### src/rtl/cpu_pkg.sv
// Shared CPU pipeline definitions: widths, MEM-stage FSM encoding, MEM/WB control bundle.
// Latency: n/a (types and constants only).
// Backpressure: n/a.
package cpu_pkg;

  localparam int DW          = 32;
  localparam int REG_ADDR_W  = 5;
  localparam int TIMEOUT_CYC = 16;

  typedef enum logic {
    IDLE   = 1'b0,
    ACCESS = 1'b1
  } mem_state_t;

  // Control half of the MEM/WB register; data fields stay separate so DW can vary.
  typedef struct packed {
    logic [REG_ADDR_W-1:0] rw;
    logic                  reg_wr;
    logic                  memto_reg;
  } mw_ctrl_t;

  // True when the low address bits select a whole word.
  function automatic logic word_aligned(input logic [1:0] lsb);
    return (lsb == 2'b00);
  endfunction

endpackage

### src/rtl/mem_wb_reg.sv
// MEM/WB pipeline register with load and bubble control.
// Latency: 1 cycle from ld to outputs.
// Backpressure: when ld is low the write enable is cleared (bubble) and all other fields hold.
module mem_wb_reg #(
  parameter int DW = 32
) (
  input  logic                           clk,
  input  logic                           rst,
  input  logic                           ld,
  input  logic                           ld_mdata,
  input  logic [DW-1:0]                  alu_in,
  input  logic [DW-1:0]                  mdata_in,
  input  logic [cpu_pkg::REG_ADDR_W-1:0] rw_in,
  input  logic                           reg_wr_in,
  input  logic                           memto_reg_in,
  output logic [DW-1:0]                  alu_out,
  output logic [DW-1:0]                  mdata_out,
  output logic [cpu_pkg::REG_ADDR_W-1:0] rw_out,
  output logic                           reg_wr_out,
  output logic                           memto_reg_out
);
  import cpu_pkg::*;

  mw_ctrl_t      ctrl_q;
  logic [DW-1:0] alu_q;
  logic [DW-1:0] mdata_q;

  // Capture a retiring instruction, otherwise insert a write-back bubble
  always_ff @(posedge clk) begin
    if (rst) begin
      ctrl_q  <= '0;
      alu_q   <= '0;
      mdata_q <= '0;
    end else if (ld) begin
      alu_q            <= alu_in;
      ctrl_q.rw        <= rw_in;
      ctrl_q.reg_wr    <= reg_wr_in;
      ctrl_q.memto_reg <= memto_reg_in;
      if (ld_mdata) begin
        mdata_q <= mdata_in;
      end
    end else begin
      ctrl_q.reg_wr <= 1'b0;
    end
  end

  assign alu_out       = alu_q;
  assign mdata_out     = mdata_q;
  assign rw_out        = ctrl_q.rw;
  assign reg_wr_out    = ctrl_q.reg_wr;
  assign memto_reg_out = ctrl_q.memto_reg;

endmodule

### src/rtl/mem_stage.sv
// MEM pipeline stage: data-memory req/ack access, branch resolve, MEM/WB register; MEM_ALIGN_CHECK_EN adds misalignment faulting.
// Latency: non-memory ops 1 cycle; memory ops 1 issue cycle plus cycles until ack (bounded by TIMEOUT_CYC).
// Backpressure: stall holds upstream while a request is being issued or awaits ack; timeout releases it with bus_err.
module mem_stage #(
  parameter int DW          = cpu_pkg::DW,
  parameter int TIMEOUT_CYC = cpu_pkg::TIMEOUT_CYC
) (
  input  logic                           clk,
  input  logic                           rst,
  input  logic [DW-1:0]                  NewPC,
  input  logic                           Zero,
  input  logic                           Overflow,
  input  logic [DW-1:0]                  ALUout,
  input  logic [cpu_pkg::REG_ADDR_W-1:0] Rw,
  input  logic                           MemWr,
  input  logic                           Branch,
  input  logic                           MemtoReg,
  input  logic                           RegWr,
  input  logic [DW-1:0]                  busB,
  output logic                           stall,
  output logic                           pc_src,
  output logic [DW-1:0]                  pc_target,
  output logic                           dmem_req,
  output logic                           dmem_we,
  output logic [DW-1:0]                  dmem_addr,
  output logic [DW-1:0]                  dmem_wdata,
  input  logic [DW-1:0]                  dmem_rdata,
  input  logic                           dmem_ack,
  output logic [DW-1:0]                  mw_ALUout,
  output logic [DW-1:0]                  mw_MemData,
  output logic [cpu_pkg::REG_ADDR_W-1:0] mw_Rw,
  output logic                           mw_RegWr,
  output logic                           mw_MemtoReg,
  output logic                           bus_err
);
  import cpu_pkg::*;

  localparam logic [7:0] CNT_LAST = 8'(TIMEOUT_CYC - 1);

  mem_state_t state;
  logic [7:0] cnt;

  logic mem_op;
  logic misalign;
  logic issue;
  logic timeout;
  logic ack_done;
  logic retire;
  logic wb_reg_wr;
  logic wb_ld_mdata;

  assign mem_op = MemWr | MemtoReg;

`ifdef MEM_ALIGN_CHECK_EN
  assign misalign = mem_op & ~word_aligned(ALUout[1:0]);
`else
  assign misalign = 1'b0;
`endif

  // A memory op sitting in IDLE launches a request unless it faults on alignment.
  assign issue    = (state == IDLE) & mem_op & ~misalign;
  assign timeout  = (state == ACCESS) & (cnt == CNT_LAST);
  assign ack_done = (state == ACCESS) & dmem_ack;
  assign stall    = issue | ((state == ACCESS) & ~dmem_ack & ~timeout);

  // Branch resolution is purely combinational and never waits on memory.
  assign pc_src    = Branch & Zero;
  assign pc_target = NewPC;

  // The MEM/WB register loads when the instruction leaves this stage with a result;
  // a timeout leaves it as a bubble.
  assign retire      = ((state == IDLE) & ~issue) | ack_done;
  assign wb_reg_wr   = RegWr & ~Overflow & ~misalign;
  assign wb_ld_mdata = ack_done & MemtoReg;

  // Access FSM: issue, hold the request stable, finish on ack or abort on timeout
  always_ff @(posedge clk) begin
    if (rst) begin
      state      <= IDLE;
      cnt        <= '0;
      dmem_req   <= 1'b0;
      dmem_we    <= 1'b0;
      dmem_addr  <= '0;
      dmem_wdata <= '0;
      bus_err    <= 1'b0;
    end else begin
      bus_err <= 1'b0;
      if (state == IDLE) begin
        if (issue) begin
          state      <= ACCESS;
          cnt        <= '0;
          dmem_req   <= 1'b1;
          dmem_we    <= MemWr;
          dmem_addr  <= ALUout;
          dmem_wdata <= busB;
        end else if (misalign) begin
          bus_err <= 1'b1;
        end
      end else begin
        if (dmem_ack) begin
          state    <= IDLE;
          dmem_req <= 1'b0;
          dmem_we  <= 1'b0;
        end else if (timeout) begin
          state    <= IDLE;
          dmem_req <= 1'b0;
          dmem_we  <= 1'b0;
          bus_err  <= 1'b1;
        end else if (cnt != CNT_LAST) begin
          cnt <= cnt + 8'd1;
        end
      end
    end
  end

  mem_wb_reg #(.DW(DW)) u_mem_wb_reg (
    .clk           (clk),
    .rst           (rst),
    .ld            (retire),
    .ld_mdata      (wb_ld_mdata),
    .alu_in        (ALUout),
    .mdata_in      (dmem_rdata),
    .rw_in         (Rw),
    .reg_wr_in     (wb_reg_wr),
    .memto_reg_in  (MemtoReg),
    .alu_out       (mw_ALUout),
    .mdata_out     (mw_MemData),
    .rw_out        (mw_Rw),
    .reg_wr_out    (mw_RegWr),
    .memto_reg_out (mw_MemtoReg)
  );

endmodule

### config.mk
export PLATFORM = sky130hd
export DESIGN_NAME = mem_stage
export DESIGN_NICKNAME = d
export VERILOG_FILES = /design/src/rtl/cpu_pkg.sv /design/src/rtl/mem_wb_reg.sv /design/src/rtl/mem_stage.sv
export SDC_FILE = /design/constraint.sdc
export NUM_CORES = 1
export LEC_CHECK = 0
export ABC_AREA = 1
export CORE_AREA = 2 2 124 126
export DETAILED_ROUTE_END_ITERATION = 6
export DIE_AREA = 0 0 126 128
export GPL_ROUTABILITY_DRIVEN = 0
export PLACE_DENSITY_LB_ADDON = 0.12
export REMOVE_ABC_BUFFERS = 1
export SLEW_MARGIN = 20
export SYNTH_ARGS = -nofsm -noshare
export SYNTH_HDL_FRONTEND = slang
export SYNTH_SLANG_ARGS = --single-unit
### constraint.sdc
create_clock -name clk -period 3.74 [get_ports clk]
set_input_delay 0.748 -clock clk [delete_from_list [all_inputs] [get_ports clk]]
set_output_delay 0.748 -clock clk [all_outputs]
set_load 0.01 [all_outputs]
==> results_dict.tcl, run 1 <==
set metrics [dict create \
    viasPerCell 4.88 \
    post-route-cell-area_sq_mm 0.00848 \
    synth-simple-area-share 0.235 \
    min_period_over_period 0.828 \
    ctsResizeCount 0 \
    clock_latency_ns 0.42 \
    grt_antenna_before_repair 0 \
    worst_pin_slew_ns 0.741 \
    drive_gt1_frac 0.0541 \
    hold_path_class "flip-flop to flip-flop" \
    cellLeakagePower_nw 3.35 \
    synth.top_cell.area_share 0.528 \
    drt_wl_total_um 18300 \
    finalNetCount 1055 \
    postPlaceCellArea_sq_mm 0.00786 \
    wire_per_inst_um 16.4 \
    netlist_area_sq_mm 0.00557 \
    hold_viol_final 0 \
    layout.cells.non_filler 1113 \
    netlist_instances 715 \
    fp-row-count 45 \
    synth_top_family_by_area "simple AND/OR/NAND/NOR gates" \
    yosys.area.top_type "dfxtp_1" \
    vias 5431 \
    cts.sinks 147 \
    die-area_sq_mm 0.0161 \
    grt_pass1_vias 5091 \
    ant_nets 0 \
    clock_path_buffers 2 \
    synth_xor_area_frac 0 \
    yosys_warnings 0 \
    finalClockSkew_ns 0.00496 \
    cts-hold-fix-buffers 0 \
    power.density_mw_per_mm2 511 \
    muxShareOfSynthArea 0 \
    fin_crit_ns 3.10 \
    avgSynthCellArea_sq_um 7.79 \
    synth-adder-area-share 0.00225 \
    fmax_mhz 323 \
    worst-path-max-fanout 10 \
    setup_violations 0 \
    htreeDepth 4 \
    firstDrtPassIters 5 \
    yosys.cell_types.count 24 \
    finalSetupTns_ns 0 \
    grt_max_degree 67 \
    dp_cells 1081 \
    status "complete, no violations" \
    area_growth_pct 52.2 \
    cp-end-kind "output port" \
    worstSetupStartpointType "input port" \
    n_antenna_cell 0 \
    cts_setup_buffers 0 \
    regArea_sq_mm 0.00294 \
    critPathRequiredTime_ns 2.99 \
    final_cell_mix "clkdlybuf4s50_1 (249), nor2_1 (215), dfxtp_1 (147)" \
    ir_worst_vdd_v 0.000297 \
    core_sq_mm 0.0149 \
    drt_drc_violations_left 0 \
    multi_input_area_sq_mm 0.00207 \
    cts_tree "yes" \
    start_util 0.375 \
    synth_compound_area_frac 0.134 \
    numCtsBuffers 17 \
    grt_pass1_wl_um 27700 \
    drv_slew 0 \
    nFillCells 1347 \
    cap_viol_max_count 0 \
    port_buffers 249 \
    power_mw 4.33 \
    reg2reg_slack_ns 1.56 \
    clkTransAtPathRegs_ns 0.06 \
    synth.area.top_cells "dfxtp_1 (53%), nor2_1 (14%), o21ai_0 (8.3%)" \
    gr-total-overflow 0 \
    die-width_um 126 \
    slew_headroom 0.506 \
    final_common_cell "clkdlybuf4s50_1" \
    rsz0062_at_grt "no" \
    hpwl_um 12600 \
    cp.arrival_ns 2.35 \
    worstSetupPathType "input port to output port" \
    first_iter_violations 292 \
    root_buffer "clkbuf_16" \
    track_usage 0.221 \
    ys_ff_latch 147 \
    ys_seq_area_frac 0.528 \
    ios 314 \
    die_h_um 128 \
]
[critical path, stage by stage]
cell and delay [ns]:
clkdlybuf4s50_1 0.58, o21ai_4 0.10, nand2_4 0.06, nand2_2 0.12, inv_2 0.16, clkdlybuf4s50_1 0.56
[flip-flops by register name, summed over array words and instances, names as in the netlist]
| name | flops |
|---|---|
| dmem_addr | 32 |
| dmem_wdata | 32 |
| u_mem_wb_reg.alu_out | 32 |
| u_mem_wb_reg.mdata_out | 32 |
| cnt | 8 |
| u_mem_wb_reg.rw_out | 5 |
| bus_err | 1 |
| dmem_req | 1 |
| dmem_we | 1 |
| state | 1 |
| u_mem_wb_reg.memto_reg_out | 1 |
| u_mem_wb_reg.reg_wr_out | 1 |
[cells by family after synthesis]
kind of cell | Yosys count
and+or+nand+nor | 327
buffers and inverters | 94
adders and majority gates | 1
AOI/OAI and AO/OA | 146
DFF | 147
[worst paths after layout]
path                               from                          to  cells past startpoint
max                            MemtoReg                       stall                      6
min          u_mem_wb_reg.mdata_out[15]  u_mem_wb_reg.mdata_out[15]                      2
max reg2reg                       state   u_mem_wb_reg.mdata_out[7]                      9
min reg2reg  u_mem_wb_reg.mdata_out[15]  u_mem_wb_reg.mdata_out[15]                      2
[power by group]
group	leakage, nW	internal [mW]	switching, mW
clock network	0.302	1.10	0.661
registers	1.22	1.70	0.0693
logic	1.83	0.412	0.384
total	3.35	3.22	1.11
[metal layers]
metal / wire length (um) / GRT usage / up-vias
met3: 1810 / 0.103 / 25
met4: 367 / 0.0924 / 0
li1: - / - / 2670
met2: 8040 / 0.317 / 231
met5: 0 / 0.00310 / -
met1: 8070 / 0.285 / 2505
[cell type report]
cell class | count | share of cell area
flip-flops and latches | 147 | 0.347
inverters | 15 | 0.00723
multi-input cells | 474 | 0.244
clock inverters | 12 | 0.0183
repair buffers | 257 | 0.301
well taps | 188 | 0.0277
clock buffers | 20 | 0.0550
[Yosys cell counts]
library cell,count
a21oi_1,38
buf_2,8
buf_4,37
buf_6,7
clkbuf_1,26
clkbuf_2,1
dfxtp_1,147
ha_1,1
inv_1,11
inv_2,3
inv_6,1
nand2_1,62
nand2_2,1
nand2_4,2
nand3_1,41
nand4_1,1
nor2_1,215
nor2_2,1
nor3_1,3
nor4b_1,1
o21ai_0,92
o21ai_1,14
o21ai_4,1
o21bai_1,1
[per-stage QoR]
| stage | setup slack, ns | hold WS [ns] | util |
|---|---|---|---|
| after floorplan | 0.810 | 0.453 | - |
| after global placement | 0.645 | 0.448 | 0.529 |
| after detailed placement | 0.646 | 0.452 | 0.529 |
| after CTS | 0.638 | 0.461 | 0.571 |
| after global routing | 0.560 | 0.481 | 0.571 |
| final | 0.644 | 0.459 | 0.571 |
(Power assumes the default switching activity.)
==> run 2: changes to the inputs <==
Settings changed: CORE_AREA 2 2 124 126 to unset, CORE_UTILIZATION set to 35, DIE_AREA 0 0 126 128 to unset.
Clock period 3.74 ns to 2.6 ns, I/O delays scaled along.
==> results_dict.tcl, run 2 (synthesis gave the netlist of run 1 again) <==
set metrics [dict create \
    r2r-start "state" \
    status "complete, no violations" \
    ir_worst_vdd_v 0.000396 \
    clock_path_buffers 2 \
    cp.arrival_ns 1.95 \
    fin_ws_ns 0.128 \
    die-width_um 128 \
    nFillCells 1366 \
    firstDrtPassIters 4 \
    pwr-share-seq 0.396 \
    regArea_sq_mm 0.00294 \
    ctsResizeCount 0 \
    worst_pin_slew_ns 0.629 \
    vias 5387 \
    cts-hold-fix-buffers 0 \
    whs_endpoint "u_mem_wb_reg.mdata_out[7]" \
    port_buffers 249 \
    slew_headroom 0.581 \
    postPlaceCellArea_sq_mm 0.00796 \
    hold_viol_final 0 \
    hold_path_class "flip-flop to flip-flop" \
    worstSetupPathType "input port to output port" \
    cts.sinks 147 \
    r2r-end "u_mem_wb_reg.mdata_out[28]" \
    critPathRequiredTime_ns 2.08 \
    reg2reg_slack_ns 0.68 \
    layout.cells.non_filler 1140 \
    drv_slew 0 \
    start_util 0.362 \
    die-area_sq_mm 0.0164 \
    clkTransAtPathRegs_ns 0.05 \
    cts_tree "yes" \
    worstSetupStartpointType "input port" \
    clkPwrFrac 0.423 \
    setup_violations 0 \
    final_cell_mix "clkdlybuf4s50_1 (249), nor2_1 (214), dfxtp_1 (147)" \
    grt_max_degree 67 \
    die_h_um 128 \
    cp-end-kind "output port" \
    clock_latency_ns 0.41 \
    cellLeakagePower_nw 3.41 \
    hpwl_um 13400 \
    holdWs_ns 0.460 \
    multi_input_area_sq_mm 0.00207 \
    ant_nets 0 \
    cts_setup_buffers 0 \
    grt_pass1_wl_um 27500 \
    root_buffer "clkbuf_16" \
    ios 314 \
    fmax_mhz 405 \
    min_period_over_period 0.951 \
    hold_depth 2 \
    worst-path-max-fanout 2 \
    fp-row-count 45 \
    core_sq_mm 0.0154 \
    numCtsBuffers 17 \
    gr-total-overflow 0 \
    n_antenna_cell 0 \
    dpl_worst_slack_ns 0.0139 \
    final_common_cell "clkdlybuf4s50_1" \
    dp_cells 1108 \
    viasPerCell 4.73 \
    power_switching_mw 1.56 \
    htreeDepth 4 \
    finalClockSkew_ns 0.00404 \
    power.density_mw_per_mm2 747 \
    grt_antenna_before_repair 0 \
    finalSetupTns_ns 0 \
    final_core_util 0.562 \
    fin_crit_ns 2.47 \
    reg2reg_depth 9 \
    worst_hold_startpoint "u_mem_wb_reg.mdata_out[7]" \
    power_mw 6.45 \
    wire_per_inst_um 16.1 \
    area_growth_pct 55.0 \
    drt_wl_total_um 18300 \
    post-route-cell-area_sq_mm 0.00863 \
    grt_pass1_vias 5069 \
    p_comb_frac 0.181 \
    swShare 0.242 \
    rsz0062_at_grt "no" \
    drive_gt1_frac 0.0592 \
    first_iter_violations 306 \
    cap_viol_max_count 0 \
    drt_drc_violations_left 0 \
    internal-power_mw 4.89 \
    finalNetCount 1059 \
    track_usage 0.224 \
]
## run 2: cell types whose count changed in the layout (fill, tap and decap cells not counted), sizes merged
cell	previous run	this run
bufinv	3	5
clkinvlp	2	1
clkbuf	20	23
clkinv	7	3
buf	8	12
## run 2: critical path: stages
cell	delay, ns
clkdlybuf4s50_1	0.61
o21ai_4	0.11
nand2_4	0.07
nand2_2	0.06
inv_2	0.06
clkdlybuf4s50_1	0.53
## run 2: final cells by class
class | instances | share of cell area
Clock inverter | 9 | 0.0200
Sequential cell | 147 | 0.341
Clock buffer | 23 | 0.0577
Multi-Input combinational cell | 474 | 0.240
Inverter | 15 | 0.00710
Timing Repair Buffer | 261 | 0.303
Tap cell | 211 | 0.0306
## run 2: metal layers
layer | GRT usage | part of all wire | up-vias
met4 | 0.0900 | 0.025 | 2
met3 | 0.107 | 0.098 | 31
li1 | - | - | 2681
met1 | 0.268 | 0.43 | 2439
met2 | 0.339 | 0.45 | 234
met5 | 0.0495 | 0.0045 | -
## run 2: power by group through the flow
stage                     clock, mW  combinational (mW)  sequential (mW)
after floorplan                   0               0.353             2.68
after global placement            0                1.15             2.59
after detailed placement          0                1.17             2.60
after CTS                      2.78                1.18             2.55
after global routing           2.88                1.27             2.58
final                          2.73                1.16             2.55
## run 2: worst max path at each step
| stage | startpoint | to |
|---|---|---|
| after detailed placement | MemtoReg | dmem_wdata[7] |
| after CTS | cnt[0] | stall |
| after global routing | cnt[0] | stall |
| after floorplan | MemtoReg | u_mem_wb_reg.mdata_out[0] |
| after global placement | MemtoReg | dmem_addr[15] |
| final | MemtoReg | stall |
==> run 3: changes to the inputs <==
Settings changed: CORE_AREA set to 2 2 122 124, CORE_UTILIZATION 35 to unset, DIE_AREA set to 0 0 124 126.
Clock period 2.6 ns to 3.2 ns, I/O delays scaled along.
==> results_dict.tcl, run 3 (synthesis gave the netlist of run 1 again) <==
set metrics [dict create \
    status "complete, no violations" \
    drive_gt1_frac 0.0477 \
    min_period_over_period 0.896 \
    grt_antenna_before_repair 0 \
    hpwl_um 12800 \
    worst-path-max-fanout 10 \
    dp_cells 1076 \
    port_buffers 249 \
    fmax_mhz 349 \
    root_buffer "clkbuf_16" \
    die-width_um 124 \
    power_switching_mw 1.23 \
    clock_path_buffers 2 \
    firstDrtPassIters 6 \
    clkTransAtPathRegs_ns 0.06 \
    cts-hold-fix-buffers 0 \
    finalSetupTns_ns 0 \
    ant_nets 0 \
    start_util 0.389 \
    rsz0062_at_grt "no" \
    track_usage 0.230 \
    worstSetupPathType "input port to output port" \
    pwr-share-seq 0.423 \
    ir_worst_vdd_v 0.000357 \
    clock_latency_ns 0.42 \
    first_iter_violations 324 \
    ios 314 \
    n_antenna_cell 0 \
    p_comb_frac 0.190 \
    post-route-cell-area_sq_mm 0.00844 \
    final_cell_mix "clkdlybuf4s50_1 (249), nor2_1 (215), dfxtp_1 (147)" \
    slew_headroom 0.550 \
    cts.sinks 147 \
    fin_crit_ns 2.87 \
    final_core_util 0.590 \
    cp.arrival_ns 2.23 \
    ctsResizeCount 0 \
    hold_viol_final 0 \
    drt_wl_total_um 18300 \
    vias 5352 \
    grt_max_degree 108 \
    setup_violations 0 \
    core_sq_mm 0.0143 \
    die_h_um 126 \
    worstSetupStartpointType "input port" \
    drt_drc_violations_left 0 \
    cap_viol_max_count 0 \
    grt_pass1_vias 4951 \
    swShare 0.252 \
    fp-row-count 44 \
    cellLeakagePower_nw 3.33 \
    final_common_cell "clkdlybuf4s50_1" \
    finalClockSkew_ns 0.00347 \
    viasPerCell 4.83 \
    cts_tree "yes" \
    die-area_sq_mm 0.0156 \
    drv_slew 0 \
    finalNetCount 1054 \
    cts_setup_buffers 0 \
    layout.cells.non_filler 1107 \
    gr-total-overflow 0 \
    htreeDepth 4 \
    postPlaceCellArea_sq_mm 0.00787 \
    power.density_mw_per_mm2 580 \
    wire_per_inst_um 16.5 \
    cp-end-kind "output port" \
    area_growth_pct 51.5 \
    clkPwrFrac 0.387 \
    nFillCells 1298 \
    grt_pass1_wl_um 27000 \
    critPathRequiredTime_ns 2.56 \
    multi_input_area_sq_mm 0.00207 \
    numCtsBuffers 17 \
    worst_pin_slew_ns 0.675 \
    internal-power_mw 3.66 \
    hold_path_class "flip-flop to flip-flop" \
    regArea_sq_mm 0.00294 \
]
[run 3: path summary, 6_finish.rpt]
kind | from | endpoint | slack, ns | cells after the start
max | MemtoReg | stall | 0.33 | 6
min | u_mem_wb_reg.mdata_out[11] | u_mem_wb_reg.mdata_out[11] | 0.46 | 2
max reg2reg | state | u_mem_wb_reg.mdata_out[16] | 1.11 | 9
min reg2reg | u_mem_wb_reg.mdata_out[11] | u_mem_wb_reg.mdata_out[11] | 0.46 | 2
[run 3: power groups by stage]
stage               clock, mW  combinational [mW]  sequential [mW]
floorplan                   0               0.287             2.18
global placement            0               0.924             2.10
detailed placement          0               0.938             2.11
CTS                      1.94               0.941             2.07
global route             2.01                1.02             2.09
finish                   1.89               0.932             2.07
[run 3: final cells by class]
class                   instances  share of cell area
flip-flops and latches        147               0.349
clock buffers                  27              0.0620
repair buffers                256               0.305
multi-input cells             474               0.245
inverters                      15             0.00726
well taps                     184              0.0273
clock inverters                 4             0.00534
[run 3: layer usage]
layer / part of all wire / GRT usage / vias up
met5: 0.0040 / 0.0428 / -
met4: 0.017 / 0.0826 / 2
met3: 0.13 / 0.139 / 24
met2: 0.44 / 0.341 / 242
met1: 0.41 / 0.270 / 2424
li1: - / - / 2660
[run 3: worst max-delay path, stage by stage]
cell and delay [ns]:
clkdlybuf4s50_1 0.57, o21ai_4 0.10, nand2_4 0.07, nand2_2 0.12, inv_2 0.17, clkdlybuf4s50_1 0.56
[run 3: stage by stage]
stage	setup slack [ns]	hold WS (ns)	total power, mW
2_1_floorplan	0.486	0.453	2.46
3_3_place_gp	0.351	0.448	3.03
3_5_place_dp	0.334	0.452	3.05
4_1_cts	0.326	0.461	4.95
5_1_grt	0.223	0.474	5.12
6_report	0.333	0.460	4.90
